--- config.mk ---
export PLATFORM = sky130hd
export DESIGN_NAME = rv64_alu_decode
export DESIGN_NICKNAME = d
export VERILOG_FILES = /design/src/rtl/rv64_alu_decode_pkg.sv /design/src/rtl/rv64_regfile.sv /design/src/rtl/rv64_alu_decode.sv
export SDC_FILE = /design/constraint.sdc
export NUM_CORES = 2
export LEC_CHECK = 0
export CORE_AREA = 2 2 323 644
export CTS_CLUSTER_DIAMETER = 80
export DETAILED_ROUTE_END_ITERATION = 8
export DIE_AREA = 0 0 325 646
export DONT_BUFFER_PORTS = 1
export PLACE_DENSITY_LB_ADDON = 0.08
export SLEW_MARGIN = 25
export SYNTH_ARGS = -nofsm -noshare
export SYNTH_HDL_FRONTEND = slang
export SYNTH_SLANG_ARGS = --single-unit
--- constraint.sdc ---
create_clock -name clk -period 7.3 [get_ports clk]
set_input_delay 1.46 -clock clk [delete_from_list [all_inputs] [get_ports clk]]
set_output_delay 1.46 -clock clk [all_outputs]
set_load 0.01 [all_outputs]
--- src/rtl/rv64_alu_decode_pkg.sv ---
// Shared constants and decode helper for the RV64 ALU decode stage.
// Covers the add/sub/shift subset of OP, OP-32, OP-IMM and OP-IMM-32.
package rv64_alu_decode_pkg;

  // W variants sit on the odd encodings, one above their 64-bit twin.
  typedef enum logic [2:0] {
    AluAdd  = 3'd0,
    AluAddw = 3'd1,
    AluSub  = 3'd2,
    AluSubw = 3'd3,
    AluSll  = 3'd4,
    AluSllw = 3'd5,
    AluSra  = 3'd6,
    AluSraw = 3'd7
  } alu_op_e;

  localparam logic [6:0] OpcOp      = 7'b0110011;
  localparam logic [6:0] OpcOp32    = 7'b0111011;
  localparam logic [6:0] OpcOpImm   = 7'b0010011;
  localparam logic [6:0] OpcOpImm32 = 7'b0011011;

  localparam logic [2:0] F3AddSub = 3'b000;
  localparam logic [2:0] F3Sll    = 3'b001;
  localparam logic [2:0] F3Sra    = 3'b101;

  localparam logic [6:0] F7Base = 7'b0000000;
  localparam logic [6:0] F7Alt  = 7'b0100000;

  typedef struct packed {
    logic        legal;
    logic        use_rs2;
    alu_op_e     op;
    logic [63:0] imm;
  } dec_t;

  function automatic dec_t decode_inst(logic [31:0] inst);
    dec_t       d;
    logic [6:0] opc;
    logic [6:0] f7;
    logic [2:0] f3;
    opc       = inst[6:0];
    f3        = inst[14:12];
    f7        = inst[31:25];
    d.legal   = 1'b0;
    d.use_rs2 = 1'b0;
    d.op      = AluAdd;
    d.imm     = '0;
    case (opc)
      OpcOp, OpcOp32: begin
        d.use_rs2 = 1'b1;
        d.legal   = 1'b1;
        if (f3 == F3AddSub && f7 == F7Base) d.op = AluAdd;
        else if (f3 == F3AddSub && f7 == F7Alt) d.op = AluSub;
        else if (f3 == F3Sll && f7 == F7Base) d.op = AluSll;
        else if (f3 == F3Sra && f7 == F7Alt) d.op = AluSra;
        else d.legal = 1'b0;
      end
      OpcOpImm: begin
        if (f3 == F3AddSub) begin
          d.legal = 1'b1;
          d.op    = AluAdd;
          d.imm   = {{52{inst[31]}}, inst[31:20]};
        end else if (f3 == F3Sll && inst[31:26] == F7Base[6:1]) begin
          d.legal = 1'b1;
          d.op    = AluSll;
          d.imm   = {58'd0, inst[25:20]};
        end else if (f3 == F3Sra && inst[31:26] == F7Alt[6:1]) begin
          d.legal = 1'b1;
          d.op    = AluSra;
          d.imm   = {58'd0, inst[25:20]};
        end
      end
      OpcOpImm32: begin
        if (f3 == F3AddSub) begin
          d.legal = 1'b1;
          d.op    = AluAdd;
          d.imm   = {{52{inst[31]}}, inst[31:20]};
        end else if (f3 == F3Sll && f7 == F7Base) begin
          d.legal = 1'b1;
          d.op    = AluSll;
          d.imm   = {59'd0, inst[24:20]};
        end else if (f3 == F3Sra && f7 == F7Alt) begin
          d.legal = 1'b1;
          d.op    = AluSra;
          d.imm   = {59'd0, inst[24:20]};
        end
      end
      default: ;
    endcase
    if (opc == OpcOp32 || opc == OpcOpImm32) d.op = alu_op_e'(d.op | 3'd1);
    return d;
  endfunction

endpackage

--- src/rtl/rv64_regfile.sv ---
// 32x64 integer register file: two combinational read ports, one write port, x0 hardwired to zero.
module rv64_regfile (
  input  logic        clk_i,
  input  logic [4:0]  raddr1_i,
  input  logic [4:0]  raddr2_i,
  output logic [63:0] rdata1_o,
  output logic [63:0] rdata2_o,
  input  logic        we_i,
  input  logic [4:0]  waddr_i,
  input  logic [63:0] wdata_i
);

  logic [63:0] mem_q [32];

  always_ff @(posedge clk_i) begin
    if (we_i && waddr_i != 5'd0) mem_q[waddr_i] <= wdata_i;
  end

  assign rdata1_o = (raddr1_i == 5'd0) ? 64'd0 : mem_q[raddr1_i];
  assign rdata2_o = (raddr2_i == 5'd0) ? 64'd0 : mem_q[raddr2_i];

endmodule

--- src/rtl/rv64_alu_decode.sv ---
// RV64 add/sub/shift decode stage with scoreboard stall, writeback bypass and a single
// registered ALU operand stage; undecodable instructions are dropped and counted.
module rv64_alu_decode
  import rv64_alu_decode_pkg::*;
#(
  parameter int unsigned CNT_W = 16
) (
  input  logic             clk,
  input  logic             rst,
  input  logic             inst_valid,
  output logic             inst_ready,
  input  logic [31:0]      inst,
  output logic             alu_valid,
  input  logic             alu_ready,
  output logic [63:0]      alu_a,
  output logic [63:0]      alu_b,
  output logic [2:0]       alu_op,
  output logic [4:0]       alu_rd,
  input  logic             wb_en,
  input  logic [4:0]       wb_rd,
  input  logic [63:0]      wb_data,
  output logic             illegal,
  output logic [CNT_W-1:0] illegal_count
);

  dec_t        dec;
  logic [4:0]  rs1, rs2, rd;
  logic [63:0] rf_rdata1, rf_rdata2, src1, src2;
  logic        rs1_busy, rs2_busy, stall, accept, issue;

  logic             alu_valid_q, alu_valid_d;
  logic [63:0]      alu_a_q, alu_a_d, alu_b_q, alu_b_d;
  alu_op_e          alu_op_q, alu_op_d;
  logic [4:0]       alu_rd_q, alu_rd_d;
  logic             illegal_q, illegal_d;
  logic [CNT_W-1:0] illegal_count_q, illegal_count_d;
  logic [31:0]      pending_q, pending_d;

  assign dec = decode_inst(inst);
  assign rs1 = inst[19:15];
  assign rs2 = inst[24:20];
  assign rd  = inst[11:7];

  rv64_regfile u_regfile (
    .clk_i    (clk),
    .raddr1_i (rs1),
    .raddr2_i (rs2),
    .rdata1_o (rf_rdata1),
    .rdata2_o (rf_rdata2),
    .we_i     (wb_en),
    .waddr_i  (wb_rd),
    .wdata_i  (wb_data)
  );

  // A writeback landing this cycle both forwards its data and releases the pending bit.
  assign src1 = (wb_en && wb_rd != 5'd0 && wb_rd == rs1) ? wb_data : rf_rdata1;
  assign src2 = (wb_en && wb_rd != 5'd0 && wb_rd == rs2) ? wb_data : rf_rdata2;

  assign rs1_busy = pending_q[rs1] && !(wb_en && wb_rd == rs1);
  assign rs2_busy = pending_q[rs2] && !(wb_en && wb_rd == rs2);
  assign stall    = dec.legal && (rs1_busy || (dec.use_rs2 && rs2_busy));

  assign inst_ready = (!alu_valid_q || alu_ready) && !stall;
  assign accept     = inst_valid && inst_ready;
  assign issue      = accept && dec.legal;

  always_comb begin
    alu_valid_d     = alu_valid_q;
    alu_a_d         = alu_a_q;
    alu_b_d         = alu_b_q;
    alu_op_d        = alu_op_q;
    alu_rd_d        = alu_rd_q;
    illegal_d       = accept && !dec.legal;
    illegal_count_d = illegal_count_q;
    pending_d       = pending_q;

    if (issue) begin
      alu_valid_d = 1'b1;
      alu_a_d     = src1;
      alu_b_d     = dec.use_rs2 ? src2 : dec.imm;
      alu_op_d    = dec.op;
      alu_rd_d    = rd;
    end else if (alu_ready) begin
      alu_valid_d = 1'b0;
    end

    if (illegal_d && illegal_count_q != {CNT_W{1'b1}}) begin
      illegal_count_d = illegal_count_q + CNT_W'(1);
    end

    // Clear before set so a same-cycle issue to the same rd keeps the bit pending.
    if (wb_en) pending_d[wb_rd] = 1'b0;
    if (issue && rd != 5'd0) pending_d[rd] = 1'b1;
    pending_d[0] = 1'b0;
  end

  always_ff @(posedge clk) begin
    if (rst) begin
      alu_valid_q     <= 1'b0;
      alu_a_q         <= '0;
      alu_b_q         <= '0;
      alu_op_q        <= AluAdd;
      alu_rd_q        <= '0;
      illegal_q       <= 1'b0;
      illegal_count_q <= '0;
      pending_q       <= '0;
    end else begin
      alu_valid_q     <= alu_valid_d;
      alu_a_q         <= alu_a_d;
      alu_b_q         <= alu_b_d;
      alu_op_q        <= alu_op_d;
      alu_rd_q        <= alu_rd_d;
      illegal_q       <= illegal_d;
      illegal_count_q <= illegal_count_d;
      pending_q       <= pending_d;
    end
  end

  assign alu_valid     = alu_valid_q;
  assign alu_a         = alu_a_q;
  assign alu_b         = alu_b_q;
  assign alu_op        = alu_op_q;
  assign alu_rd        = alu_rd_q;
  assign illegal       = illegal_q;
  assign illegal_count = illegal_count_q;

endmodule

* After elaboration in Yosys (flattened, before gate mapping)
Memories as Yosys holds them, arrays and structs flattened. Index checks and enable logic that the tools add are counted.
Storage, ports and cells: memories 1, memory bits (writable) 2048, register bits after elaboration 186, bits of input ports 106, output and inout port bits 155, logic and storage cells 113
Memories:
- u_regfile.mem_q | depth 32, width 64, read ports 2, clocked after memory_dff 0, write ports 1, line rv64_regfile.sv:13 | logic [63:0] mem_q [32];
Cells by class: $add $sub $neg 1, equality and inequality tests 11, reduce and logical (&&, ||, !) cells 40, bitwise gates (word level) 3, muxes and demuxes 42, $lt $le $gt $ge 6
Operator list (number):
- 67-bit two-way mux | 6
- 64-bit two-way mux | 5
- 64-bit one-hot mux with 2 select lines | 1
- 32-bit two-way mux | 2
- 32-bit bitwise AND | 1
- 32-bit inverter | 1
- 32-bit OR | 1
- 5-bit by 6-bit < comparator with 1-bit output, second input constant | 4
- 1-bit logical AND | 23
- 7-bit by 6-bit equality test with 1-bit output, second input constant | 3
- 1-bit two-way mux | 18
- 16-bit by 1-bit adder with 16-bit output, second input constant | 1
- 16-bit != test, second input constant | 1
- 7-bit by 5-bit equality test with 1-bit output, second input constant | 2
- 3-bit two-way mux | 4
- 1-bit binary-select mux with 5-bit select | 2
- 1-bit demux with 5-bit select | 2
- 5-bit equality test | 2
- 5-bit by 1-bit greater-or-equal comparator with 1-bit output, second input constant | 2
- 5-bit logical NOT | 2
- 5-bit nonzero test | 2
- 3-bit one-hot mux with 3 select lines | 1
- 7-bit logical NOT | 1
- 6-bit by 5-bit equality test with 1-bit output, second input constant | 1
- 9 further kinds | 15

* Longest topological paths before layout
depth after elaboration 14, depth in mapped cells 13, depth with buffers taken out 8

* By module
From an unflattened synthesis, not the netlist that was laid out.
Second synthesis, totals: cells, all modules 5759, area, all modules 104423.9 um^2
Modules (own cells, without submodules):
- rv64_regfile | cells each 4565, area each 93922.6 um^2, times used 1, seq. area each 61499.0 um^2
- rv64_alu_decode | cells each 1194, area each 10501.3 um^2, times used 1, seq. area each 3703.6 um^2

* Worst setup path before layout
No wires, ideal clock.
path kind input to register, start point input wb_en, end point memory u_regfile.mem_q[28][0], enable pin, stages on the path 4, library setup time 0.488 ns, buffers on the path 2, setup slack 1.757 ns, arrival time 5.055 ns, cell sequence clkbuf_1 > or3b_2 > clkbuf_1 > nor2_1
Between the ends: word-level cells in the longest chain between the ends 3
Ends and longest elaborated chain:
- start: declaration | line rv64_alu_decode.sv:19 | input logic wb_en,
- 1-bit logical AND | line rv64_regfile.sv:16 | if (we_i && waddr_i != 5'd0) mem_q[waddr_i] <= wdata_i;
- 1-bit two-way mux | line rv64_regfile.sv:16
- 1-bit two-way mux (not written as such) | line rv64_regfile.sv:16
- end: declaration | line rv64_regfile.sv:13
Every way passes these cells.

* Worst setup path after layout
start point input inst[15], end point output inst_ready
Between the ends: word-level cells in the longest chain between the ends 8, elaborated cells on any way between the ends 10, those cells by class eq/ne: 1; mux: 2; reduce/logical: 7
Ends and longest elaborated chain:
- start: declaration | line rv64_alu_decode.sv:12 | input logic [31:0] inst,
- branches (longest 3 deep; another with 1-bit binary-select mux with 5-bit select)
- 1-bit logical AND * | line rv64_alu_decode.sv:59 | assign rs1_busy = pending_q[rs1] && !(wb_en && wb_rd == rs1);
- 1-bit logical OR * | line rv64_alu_decode.sv:61 | assign stall = dec.legal && (rs1_busy || (dec.use_rs2 && rs2_busy));
- 1-bit logical AND * | line rv64_alu_decode.sv:61
- 1-bit logical NOT * | line rv64_alu_decode.sv:63 | assign inst_ready = (!alu_valid_q || alu_ready) && !stall;
- 1-bit logical AND * | line rv64_alu_decode.sv:63
- end: declaration | line rv64_alu_decode.sv:11 | output logic inst_ready,
Every way passes the cells marked *. The select of a mux whose other input is x is not followed.

==> results.md <==
- Final net count: 5,568
- Capture endpoint of the worst hold path: pending_q[2]
- Launch point of the worst path: inst[15]
- Static Leak: around 35 nW
- CTS root buf: clkbuf_16
- Syn Area/Cell: 18.4 um^2
- Worst hold path depth: 2
- H-tree levels: 4
- Register-to-Register Path Depth: 8
- Post_cts resized: 0
- Slack of the worst reg-to-reg path: 4.17 ns
- Final Cycle Share: 76.1%
- Multiplexer fraction of the synthesized cell area: 23.8%
- Synthesized-area fraction occupied by xor and xnor cells: 0.206%
- Highest signal layer in the routed design: met5
- I/O pin count: 261
- Core region area: between 200,000 and 250,000 um^2
- Count of different cell masters after synthesis: 71
- Synth warn: 0
- Port-buffer cells: 0
- Die height: 646 um
- Vias in the first global route: 61.9k
- Global routing usage summed across all routing layers: 32.0%
- Sum of overflow across all layers after global routing: 0
- RSZ-0062 raised after global routing: no
- Fill cell instance count of the final layout: about 16k
- Setup TNS: 0 ns
- Worst Path Arrival: 4.10 ns
- Hold-fix buffers, CTS: 0
- Maximum clock insertion buffer count: 4
- Crit Path Class: in -> out
- Count of unresolved DRC violations after routing: 0
- Slew at the pin closest to its max-slew limit: 1.14 ns
- Cts bufs inserted: between 200 and 250
- Startpoint of the lowest-slack hold path: pending_q[2]
- Clock transition at the registers of the reported paths: around 0.070 ns
- Vias/cell: 7.17
- DR WL met3: 29,000 um
- First-pass detailed-route iteration total: 6
- Post-synth EDFFs: 2,048
- Num Clock Sinks: 2,233
- Area Overhead vs Synth: 9.69%
- Routability congestion estimate from global placement: 0.812
- First-pass GRT wire length: 471,000 um
- Total via count in the routed design: 59.8k
- Max-slew violation count: 0
- Average routed wire per standard cell: approximately 41 um
- Combinational family with the most area after synthesis: multiplexers
- Starting density of the core: roughly 50%
- Largest net degree at the start of global routing: approximately 540
- Final standard cell utilization of the core: 54.6%
- Top fanout value on the critical path: 127
- Final ANT Viol Nets: 0
- Setup skew after layout: 0.0525 ns
- Number of standard cells after synthesis: around 5.6k
- Clock tree from TritonCTS: yes
- Number of buffers inserted by post-CTS setup repair: 0
- Run status: completed
- Number of max-capacitance violations reported: 0
- Post-synthesis compound-gate area fraction: between 6 and 7%
- Startpoint type of the worst setup path: primary input
- Site Rows: around 240
- Clock period minus final worst setup slack: 5.56 ns
- Worst vdd rail ir drop: 0.235 mV
- Die width: 325 um
- Final Setup Violations: 0
- Worst slew margin relative to its limit: 23.9%
- Final Hold Vio Count: 0
- Layout cells sized above 1: a little over a quarter
- Library cell with the largest summed area after synthesis: edfxtp_1
- Min-Delay Path Class: reg -> reg
- DRT met1 WL: around 120,000 um
- R2r endpoint: pending_q[11]
- Share of the synthesized area in the top cell type: between 60% and 70%
- Met2 routed wirelength: 174,000 um
- Dominant register cell in the synthesized netlist: edfxtp_1
- Simple-gate share of the synthesized area: under 10%
- Sequential share of the synthesized area: 63.9%
- Aggregate routed wire length: 339,000 um
- Full die area: 210,000 um^2
- Dpl hpwl: 170,000 um
- Main area contributors after synthesis: edfxtp_1 60%, mux4_2 22%, dfxtp_1 3.6%
- Pwr Density: 240 nW/um^2
- RR Startpoint: pending_q[23]
- Clock latency at the later pin of the worst-skew pair: 0.89 ns
- Synth Register Bits: 2,233
- First-iteration detailed-routing DRC count: between 6k and 7k
- Worst EP required: just under 6 ns
- FFs w/ async S/R, synth: 0%
- Highest attainable clock frequency: 180 MHz
- Area of the mapped netlist: around 100,000 um^2
- Number of antenna violations at the first check in global routing: 8
- Adder-cell share of the synthesized area: 0.0123%
- Endpoint class of the critical path: output port
synthesized netlist by cell type (all sizes together), types with 4 or more instances:
cell	instances
inv	34
or3	9
mux2	45
a22oi	55
nor4	9
dfxtp	185
nor2b	25
o221a	36
and2	20
nor3	31
xnor2	21
a31oi	29
a2bb2oi	13
nand2	254
o32ai	32
clkbuf	236
a2111oi	10
nand3	70
o22ai	96
or2	5
o221ai	21
nand3b	9
a21oi	162
or3b	5
nor2	177
nand2b	9
o211ai	50
a211oi	103
a221oi	126
a222oi	6
buf	237
mux4	976
o21ai	53
edfxtp	2048
and3	4
a22o	130
nand4	11
mux2i	177
layout by cell type, fill, tap and decap left out, types with 64 or more instances in the layout:
| master | instances |
|---|---|
| o22ai_1 | 96 |
| edfxtp_1 | 2048 |
| a221oi_1 | 126 |
| nand3_1 | 70 |
| nor2_1 | 141 |
| nand2_1 | 252 |
| conb_1 | 64 |
| dfxtp_1 | 185 |
| a211oi_1 | 103 |
| a22o_1 | 130 |
| a21oi_1 | 160 |
| mux4_2 | 976 |
| mux2i_1 | 177 |
| clkbuf_16 | 206 |
logic make-up after synthesis:
kind of cell	after synthesis
fa+ha+maj	1
other cells	1
simple gates	646
buf+inv	510
mux	1198
compound gates	942
flops	2233
xor+xnor	24
critical path, stage by stage:
cell	delay [ns]
buf_16	0.65
mux4_2	0.61
a221oi_1	0.33
o21ai_1	0.14
nand4b_1	0.22
o21ai_0	0.20
a21boi_0	0.41
registers in the layout, indices dropped and copies added (netlist names):
| register | flops |
|---|---|
| alu_a | 64 |
| alu_b | 64 |
| alu_op | 3 |
| alu_rd | 5 |
| alu_valid | 1 |
| illegal | 1 |
| illegal_count | 16 |
| pending_q | 31 |
| u_regfile.mem_q | 2048 |
area by class of cell:
class / instances / area, um^2 / area share [%]
flip-flops and latches: 2233 / 65200 / 58.3
multi-input cells: 2875 / 35000 / 31.3
clock buffers: 271 / 5590 / 4.99
well taps: 2725 / 3410 / 3.05
repair buffers: 110 / 1630 / 1.46
clock inverters: 98 / 918 / 0.821
inverters: 37 / 146 / 0.131
diodes: 1 / 2.50 / 0.00224
layer usage:
layer	global-route usage (%)	vias up
li1	-	23500
met1	38.8	32400
met2	55.6	3138
met3	6.07	759
met4	14.5	6
met5	0	-
worst max path at each step:
stage                        endpoint  slack [ns]
2_1_floorplan  u_regfile.mem_q[28][0]        1.76
3_3_place_gp               inst_ready        2.17
3_5_place_dp                alu_b[10]        1.82
4_1_cts                    inst_ready        1.93
5_1_grt                    inst_ready        1.59
6_report                   inst_ready        1.74
where the power goes:
group | switching (mW) | internal, mW | total [mW] | leakage [nW]
clock | 4.83 | 5.97 | 10.8 | 3.20
sequential | 0.0744 | 14.1 | 14.2 | 20.0
combinational | 0.981 | 0.869 | 1.85 | 11.3
per-stage QoR:
| step | worst slack, ns | power (mW) | instances | instance area [um^2] | hold slack (ns) |
|---|---|---|---|---|---|
| after floorplan | 1.76 | 15.9 | 5618 | 102000 | 0.462 |
| after global placement | 2.17 | 16.0 | 7959 | 105000 | 0.472 |
| after detailed placement | 1.82 | 16.1 | 7971 | 105000 | 0.482 |
| after CTS | 1.93 | 26.8 | 8340 | 112000 | 0.492 |
| after global routing | 1.59 | 27.5 | 8350 | 112000 | 0.523 |
| final | 1.74 | 26.8 | 8350 | 112000 | 0.495 |
Note: power is estimated with default switching activity, not from simulation.
